## src/rtl/ram_frame_wr_ctrl_pkg.sv

```systemverilog
// Shared types and default command bytes for the layered pixel RAM write controller.
package ram_frame_wr_ctrl_pkg;

    typedef enum logic [1:0] {
        ST_IDLE    = 2'd0,
        ST_WR_DATA = 2'd1,
        ST_WR_PTR  = 2'd2
    } wr_state_e;

    localparam logic [7:0] CMD_DATA_DEF = 8'hDA;
    localparam logic [7:0] CMD_PTR_DEF  = 8'hCC;

endpackage

```

## src/rtl/ram_frame_wr_ctrl_if.sv

```systemverilog
// Byte-strobe input side and RAM write side of the frame write controller.
interface ram_frame_wr_ctrl_if
    import ram_frame_wr_ctrl_pkg::*;
#(
    parameter int LAYERS = 8,
    parameter int ADDR_W = 6,
    parameter int BPP    = 3
) ();

    // Handshake: write is a single-cycle strobe with no backpressure. A byte is
    // taken on the SCLK edge where write=1 and trans=0; a strobe seen while
    // trans=1 is discarded. RAM enables are valid only in that accepting cycle.
    logic              write;
    logic              DC;
    logic              trans;
    logic [7:0]        SHIFT_REG;
    logic [LAYERS-1:0] layer_en;
    logic [ADDR_W-1:0] wraddre;
    logic [BPP:0]      byte_en;
    logic              read;
    logic              busy;
    logic              abort;
    wr_state_e         state;

    modport master (
        output write, DC, trans, SHIFT_REG,
        input  layer_en, wraddre, byte_en, read, busy, abort, state
    );

    modport slave (
        input  write, DC, trans, SHIFT_REG,
        output layer_en, wraddre, byte_en, read, busy, abort, state
    );

endinterface

```

## src/rtl/ram_frame_wr_ctrl_ram_addr_map.sv

```systemverilog
// Pixel index to RAM address; optional serpentine reverses columns on odd rows.
module ram_addr_map #(
    parameter int ADDR_W     = 6,
    parameter int ROW_LEN    = 8,
    parameter int SERPENTINE = 0
) (
    input  logic [ADDR_W-1:0] pixel,
    output logic [ADDR_W-1:0] addr
);

    localparam int CB = $clog2(ROW_LEN);

    generate
        if (SERPENTINE != 0 && CB > 0 && CB < ADDR_W) begin : g_serp
            // ROW_LEN is a power of two, so ROW_LEN-1-col is the bitwise inverse of col.
            always_comb begin
                addr = pixel;
                if (pixel[CB]) begin
                    addr[CB-1:0] = ~pixel[CB-1:0];
                end
            end
        end else begin : g_linear
            assign addr = pixel;
        end
    endgenerate

endmodule

```

## src/rtl/ram_frame_wr_ctrl.sv

```systemverilog
// Decodes command bytes and steers data bytes into per-layer RAM write enables,
// addresses and byte lanes; pulses read when a full data frame has been written.
module ram_frame_wr_ctrl
    import ram_frame_wr_ctrl_pkg::*;
#(
    parameter int         LAYERS     = 8,
    parameter int         ADDR_W     = 6,
    parameter int         BPP        = 3,
    parameter int         ROW_LEN    = 8,
    parameter int         SERPENTINE = 0,
    parameter logic [7:0] CMD_DATA   = CMD_DATA_DEF,
    parameter logic [7:0] CMD_PTR    = CMD_PTR_DEF
) (
    input  logic                SCLK,
    input  logic                Rst_n,
    ram_frame_wr_ctrl_if.slave  bus
);

    localparam int LW = (LAYERS > 1) ? $clog2(LAYERS) : 1;
    localparam int NW = (BPP > 1) ? $clog2(BPP) : 1;
    localparam int BW = BPP + 1;

    localparam logic [LW-1:0]     LAYER_MAX = LW'(LAYERS - 1);
    localparam logic [NW-1:0]     LANE_TOP  = NW'(BPP - 1);
    localparam logic [ADDR_W-1:0] PIX_MAX   = '1;
    localparam logic [BW-1:0]     PTR_LANE  = BW'(1) << BPP;

    wr_state_e         state_q, state_d;
    logic [LW-1:0]     layer_q, layer_d;
    logic [ADDR_W-1:0] pixel_q, pixel_d;
    logic [NW-1:0]     lane_q, lane_d;
    logic              read_q, read_d;
    logic              abort_q, abort_d;
    logic [LAYERS-1:0] layer_en_c;
    logic [BW-1:0]     byte_en_c;

    logic accept, data_stb, cmd_stb;
    assign accept   = bus.write && !bus.trans;
    assign data_stb = accept && bus.DC;
    assign cmd_stb  = accept && !bus.DC;

    always_ff @(posedge SCLK or negedge Rst_n) begin
        if (!Rst_n) begin
            state_q <= ST_IDLE;
            layer_q <= '0;
            pixel_q <= '0;
            lane_q  <= LANE_TOP;
            read_q  <= 1'b0;
            abort_q <= 1'b0;
        end else begin
            state_q <= state_d;
            layer_q <= layer_d;
            pixel_q <= pixel_d;
            lane_q  <= lane_d;
            read_q  <= read_d;
            abort_q <= abort_d;
        end
    end

    always_comb begin
        state_d    = state_q;
        layer_d    = layer_q;
        pixel_d    = pixel_q;
        lane_d     = lane_q;
        read_d     = 1'b0;
        abort_d    = 1'b0;
        layer_en_c = '0;
        byte_en_c  = '0;

        if (cmd_stb) begin
            // Any command restarts from zero; interrupting a frame flags abort.
            abort_d = (state_q != ST_IDLE);
            layer_d = '0;
            pixel_d = '0;
            lane_d  = LANE_TOP;
            if (bus.SHIFT_REG == CMD_DATA) begin
                state_d = ST_WR_DATA;
            end else if (bus.SHIFT_REG == CMD_PTR) begin
                state_d = ST_WR_PTR;
            end else begin
                state_d = ST_IDLE;
            end
        end else if (data_stb) begin
            case (state_q)
                ST_WR_DATA: begin
                    layer_en_c = LAYERS'(1) << layer_q;
                    byte_en_c  = BW'(1) << lane_q;
                    if (lane_q != '0) begin
                        lane_d = lane_q - 1'b1;
                    end else begin
                        lane_d = LANE_TOP;
                        if (pixel_q != PIX_MAX) begin
                            pixel_d = pixel_q + 1'b1;
                        end else begin
                            pixel_d = '0;
                            if (layer_q != LAYER_MAX) begin
                                layer_d = layer_q + 1'b1;
                            end else begin
                                layer_d = '0;
                                state_d = ST_IDLE;
                                read_d  = 1'b1;
                            end
                        end
                    end
                end
                ST_WR_PTR: begin
                    layer_en_c = '1;
                    byte_en_c  = PTR_LANE;
                    if (pixel_q != PIX_MAX) begin
                        pixel_d = pixel_q + 1'b1;
                    end else begin
                        pixel_d = '0;
                        state_d = ST_IDLE;
                    end
                end
                default: ;
            endcase
        end
    end

    ram_addr_map #(
        .ADDR_W     (ADDR_W),
        .ROW_LEN    (ROW_LEN),
        .SERPENTINE (SERPENTINE)
    ) u_addr_map (
        .pixel (pixel_q),
        .addr  (bus.wraddre)
    );

    assign bus.layer_en = layer_en_c;
    assign bus.byte_en  = byte_en_c;
    assign bus.read     = read_q;
    assign bus.abort    = abort_q;
    assign bus.busy     = (state_q != ST_IDLE);
    assign bus.state    = state_q;

endmodule

```

## src/flat_wrapper.sv

```systemverilog
// flat-port wrapper written by rule: the top's interface ports become plain ports
module ram_frame_wr_ctrl_flat import ram_frame_wr_ctrl_pkg::*;
#(
    parameter int         LAYERS     = 8,
    parameter int         ADDR_W     = 6,
    parameter int         BPP        = 3,
    parameter int         ROW_LEN    = 8,
    parameter int         SERPENTINE = 0,
    parameter logic [7:0] CMD_DATA   = CMD_DATA_DEF,
    parameter logic [7:0] CMD_PTR    = CMD_PTR_DEF
)
  (SCLK, Rst_n, bus_write, bus_DC, bus_trans, bus_SHIFT_REG, bus_layer_en, bus_wraddre, bus_byte_en, bus_read, bus_busy, bus_abort, bus_state);
  ram_frame_wr_ctrl_if #(.LAYERS(LAYERS), .ADDR_W(ADDR_W), .BPP(BPP)) bus_i ();
  input  logic SCLK;
  input  logic Rst_n;
  input wire logic [$bits(bus_i.write)-1:0] bus_write;
  input wire logic [$bits(bus_i.DC)-1:0] bus_DC;
  input wire logic [$bits(bus_i.trans)-1:0] bus_trans;
  input wire logic [$bits(bus_i.SHIFT_REG)-1:0] bus_SHIFT_REG;
  output wire logic [$bits(bus_i.layer_en)-1:0] bus_layer_en;
  output wire logic [$bits(bus_i.wraddre)-1:0] bus_wraddre;
  output wire logic [$bits(bus_i.byte_en)-1:0] bus_byte_en;
  output wire logic [$bits(bus_i.read)-1:0] bus_read;
  output wire logic [$bits(bus_i.busy)-1:0] bus_busy;
  output wire logic [$bits(bus_i.abort)-1:0] bus_abort;
  output wire logic [$bits(bus_i.state)-1:0] bus_state;
  assign bus_i.write = bus_write;
  assign bus_i.DC = bus_DC;
  assign bus_i.trans = bus_trans;
  assign bus_i.SHIFT_REG = bus_SHIFT_REG;
  assign bus_layer_en = bus_i.layer_en;
  assign bus_wraddre = bus_i.wraddre;
  assign bus_byte_en = bus_i.byte_en;
  assign bus_read = bus_i.read;
  assign bus_busy = bus_i.busy;
  assign bus_abort = bus_i.abort;
  assign bus_state = bus_i.state;
  ram_frame_wr_ctrl #(.LAYERS(LAYERS), .ADDR_W(ADDR_W), .BPP(BPP), .ROW_LEN(ROW_LEN), .SERPENTINE(SERPENTINE), .CMD_DATA(CMD_DATA), .CMD_PTR(CMD_PTR)) u_core (.SCLK(SCLK), .Rst_n(Rst_n), .bus(bus_i));
endmodule
```

## config.mk

```make
export PLATFORM = sky130hd
export DESIGN_NAME = ram_frame_wr_ctrl_flat
export DESIGN_NICKNAME = d
export VERILOG_FILES = /design/src/rtl/ram_frame_wr_ctrl_pkg.sv /design/src/rtl/ram_frame_wr_ctrl_if.sv /design/src/rtl/ram_frame_wr_ctrl_ram_addr_map.sv /design/src/rtl/ram_frame_wr_ctrl.sv /design/src/flat_wrapper.sv
export SDC_FILE = /design/constraint.sdc
export NUM_CORES = 1
export LEC_CHECK = 0
export ABC_AREA = 1
export ABC_CLOCK_PERIOD_IN_PS = 1300
export CAP_MARGIN = 20
export CORE_ASPECT_RATIO = 0.75
export CORE_MARGIN = 10
export CORE_UTILIZATION = 42
export DETAILED_ROUTE_END_ITERATION = 12
export GPL_TIMING_DRIVEN = 0
export PLACE_DENSITY = 0.75
export SLEW_MARGIN = 25
export SYNTH_ARGS = -nofsm -noshare
export SYNTH_HDL_FRONTEND = slang
export SYNTH_HIERARCHICAL = 1
export SYNTH_SLANG_ARGS = --single-unit
```

## constraint.sdc

```tcl
create_clock -name SCLK -period 1.3 [get_ports SCLK]
set_input_delay 0.13 -clock SCLK [delete_from_list [all_inputs] [get_ports SCLK]]
set_output_delay 0.13 -clock SCLK [all_outputs]
set_load 0.005 [all_outputs]
```

==> metrics.md, run 1 <==
| Metric | Value |
|---|---|
| Run status | finished with violations |
| Failing checks | setup timing |
| Average size of a mapped cell | 7.63 um^2 |
| Synth-to-Final Area Change | 73.0% |
| GRT Overall Usage | 13.9% |
| Post-synth EDFFs | 0 |
| Fmax achieved | 574 MHz |
| Wire length of the first global-routing pass | 5910 um |
| Via-to-Cell Ratio | 5.21 |
| Capturing point of the worst reg2reg path | u_core/bus.state[1] |
| Critical path required time | 1.17 ns |
| Width of the die | 81.8 um |
| Kind of start point of the critical path | flop |
| Largest stage delay on the critical path | 0.39 ns |
| Primary flip-flop cell chosen by synthesis mapping | dfrtp_1 |
| Area contributors post-synth | dfrtp_1, ha_1, nand2_1, nand3_1, inv_1 |
| Fraction of final layout cells with drive strength greater than 1 | 45.4% |
| Die Y-Extent | 66.4 um |
| Number of clock buffers inserted by TritonCTS | 3 |
| Worst-path cell chain | buf_4 > ha_4 > buf_8 > a21oi_2 > nor2_1 > dlygate4sd2_1 |
| Core region area | 2680 um^2 |
| Final count of hold timing violations | 0 |
| Number of distinct library cells after synthesis | 26 |
| Buffers & Inverters on Critical Path | 3 |
| Setup slack after layout | -0.442 ns |
| Synthesized net count | 186 |
| Number of clock sinks | 15 |
| Post-Place Setup Slack | -0.667 ns |
| Worst skew pair latency | 0.26 ns |
| Sum of negative setup slack | -6.69 ns |
| Die area | 5430 um^2 |
| Sequential share of the synthesized area | 31.3% |
| Number of rows in the core area | 16 |
| Cell area after technology mapping | 1200 um^2 |
| Reg-to-Reg Start | u_core/bus.state[0] |
| Clock tree buffer depth | 2 |
| Most instantiated cells after synthesis | nand2_1, inv_1, nand3_1, ha_1, dfrtp_1 |
| Fraction of synthesized cell area taken by the top area cell type | 29.1% |
| Worst-path clk slew | 0.07 ns |
| Cell taking the most area after synthesis | dfrtp_1 |
| Leakage | 0.00101 uW |
| Number of antenna violations at the first check in global routing | 0 |
| Level count of the clock H-tree | 1 |
| Crit path time final | 1.74 ns |
| Class of the tightest hold or removal check | input pin to async pin |
| First-iteration detailed-routing DRC count | 147 |
| Number of filler instances in the final layout | 182 |
| Number of global-route vias before repair | 1,213 |
| Number of stages on the worst setup path | 6 |
| Half-perimeter wire length after detailed placement | 2560 um |
| Average wire length per cell after detail routing | 16.8 um |
| Maximum number of pins on one net before global-route repair | 16 |
| Weighted congestion at the end of routability-driven global placement | 0.849 |
| Flop2flop setup slack | -0.32 ns |
| Proportion of synthesized flip-flops having asynchronous set or reset | 100% |
| Number of cells traversed by the worst register-to-register path | 11 |
| Setup-failing EPs final | 25 |
| Remaining DRCs | 0 |
| Critical path type | flop to output pin |
| Syn. warnings | 6 |
| Final design utilization | 77.7% |
| Post-route clock period utilization | 134% |
| Final Max Slew Viols | 0 |
| Syn Inst Count | 158 |
| Setup repair after global routing missed its margin | true |
| Clk Tree Root Cell | clkbuf_8 |
| Max-Slew Margin vs Limit | 52.9% |
| Max IR drop VDD | 0.651 mV |
| Max-cap violation count | 0 |
| Via count | 1,371 |
| Total iterations of the first detailed-routing run | 6 |
| Power density cells | 1130 nW/um^2 |
| CTS tree | built |
| Data arrival time of the critical path | 1.61 ns |
| Crit Path Max Fanout | 10 |
| Antenna cells | 0 |
| Final-stage net count | 256 |
| Leading cell type by number of instances after synthesis | nand2_1 |
| Seq cells post-synth | 15 |
| Total grt overflow | 0 |
| Worst Max-Slew Pin Slew | 0.704 ns |
| Max stage delay cell, worst path | dfrtp_1 |
| Quantity of I/O buffers inserted on ports | 35 |
| Setup skew after layout | 0.00610 ns |
| Starting Density | 44.9% |
| Type of destination of the critical path | output pin |
| Delay-heaviest family, CP | buffers and inverters |
| Number of I/O pins | 36 |
| Routed Antenna Nets | 0 |
| Detailed-route wire length | 4410 um |
## cell type report
class	count	area (um^2)	share of cell area, %
clock inverter	1	5.00	0.240
multi-input combinational	111	893	42.9
timing repair buffer	65	523	25.1
clock buffer	3	41.3	1.98
sequential	15	377	18.1
inverter	22	95.1	4.56
tap	36	45.0	2.16
buffer	10	105	5.04
## worst max path at each step
stage / from / end / slack (ns)
finish: u_core/bus.state[0] / bus_layer_en[3] / -0.44
floorplan: u_core/bus.state[1] / u_core/bus.state[1] / -0.05
detailed placement: bus_write / bus_byte_en[0] / -0.67
global placement: u_core/bus.state[1] / bus_byte_en[0] / -0.61
CTS: u_core/bus.state[0] / bus_byte_en[0] / -0.41
global route: u_core/bus.state[0] / bus_byte_en[0] / -0.48
## through the flow
stage	total power, uW	instances	hold slack [ns]	cell area, um^2
after global routing	2540	263	0.350	2080
after floorplan	1310	158	-0.166	1250
after CTS	2210	250	0.319	1880
final	2350	263	0.291	2080
after global placement	1610	229	0.518	1650
after detailed placement	1660	229	0.523	1650
## cell usage in the layout, fill, tap and decap left out, types with 3 or more instances in the layout
master and count:
buf_4 31, nand2_1 23, nand3_1 18, clkdlybuf4s50_1 14, inv_1 14, dfrtp_1 14, buf_2 11, dlygate4sd2_1 9
a21oi_2 8, ha_1 8, inv_2 6, nor2_1 6, o21ai_1 6, nand2_2 5, ha_4 5, buf_6 5
buf_8 4, nand2_4 4, clkbuf_8 3, o21ai_0 3
## logic make-up after synthesis
| group | share of synthesized area (%) |
|---|---|
| AND/OR/NAND/NOR | 29.6 |
| buffers and inverters | 13.2 |
| AO/OA/AOI/OAI | 9.66 |
| adder cells (fa/ha/maj) | 15.6 |
| flip-flops | 31.3 |
| XOR/XNOR | 0.727 |
## routing by layer
layer | vias up | GRT usage, % | share of wire (%)
met1 | 629 | 15.8 | 38
met2 | 74 | 23.3 | 50
li1 | 651 | - | -
met4 | 0 | 4.45 | 2.8
met3 | 17 | 5.16 | 9.3
met5 | - | 0 | 0
## what timing repair did
action,CTS,global route
endpoints found under the setup margin,33,25
hold buffers,0,0
buffers inserted,17,13
pin swaps,6,12
resized for setup,76,35
## flip-flops by register name, summed over array words and instances, names as in the netlist
register / flops
u_core/bus.read: 1
u_core/lane_q: 2
u_core/pixel_q: 6
u_core/bus.state: 2
u_core/bus.abort: 1
u_core/layer_q: 3
## report_power, final
group	total (uW)	switching, uW	leakage, uW	internal [uW]
combinational	1220	591	0.000792	629
clock	396	182	0.0000255	213
sequential	732	122	0.000198	610
total	2350	896	0.00101	1450
## worst reg2reg max path, delay by kind of cell (launching register included)
kind / cells / cell delay [ns]
DFF: 1 / 0.37
adders and majority gates: 1 / 0.15
AOI/OAI and AO/OA: 1 / 0.17
buffers and inverters: 4 / 0.45
and+or+nand+nor: 5 / 0.37
(Power assumes the default switching activity.)
==> run 2: changes to the inputs <==
CTS_CLUSTER_SIZE = 28   (was unset)
==> results of run 2 <==
Final layout, timing and power as in run 1 (identical DEF).
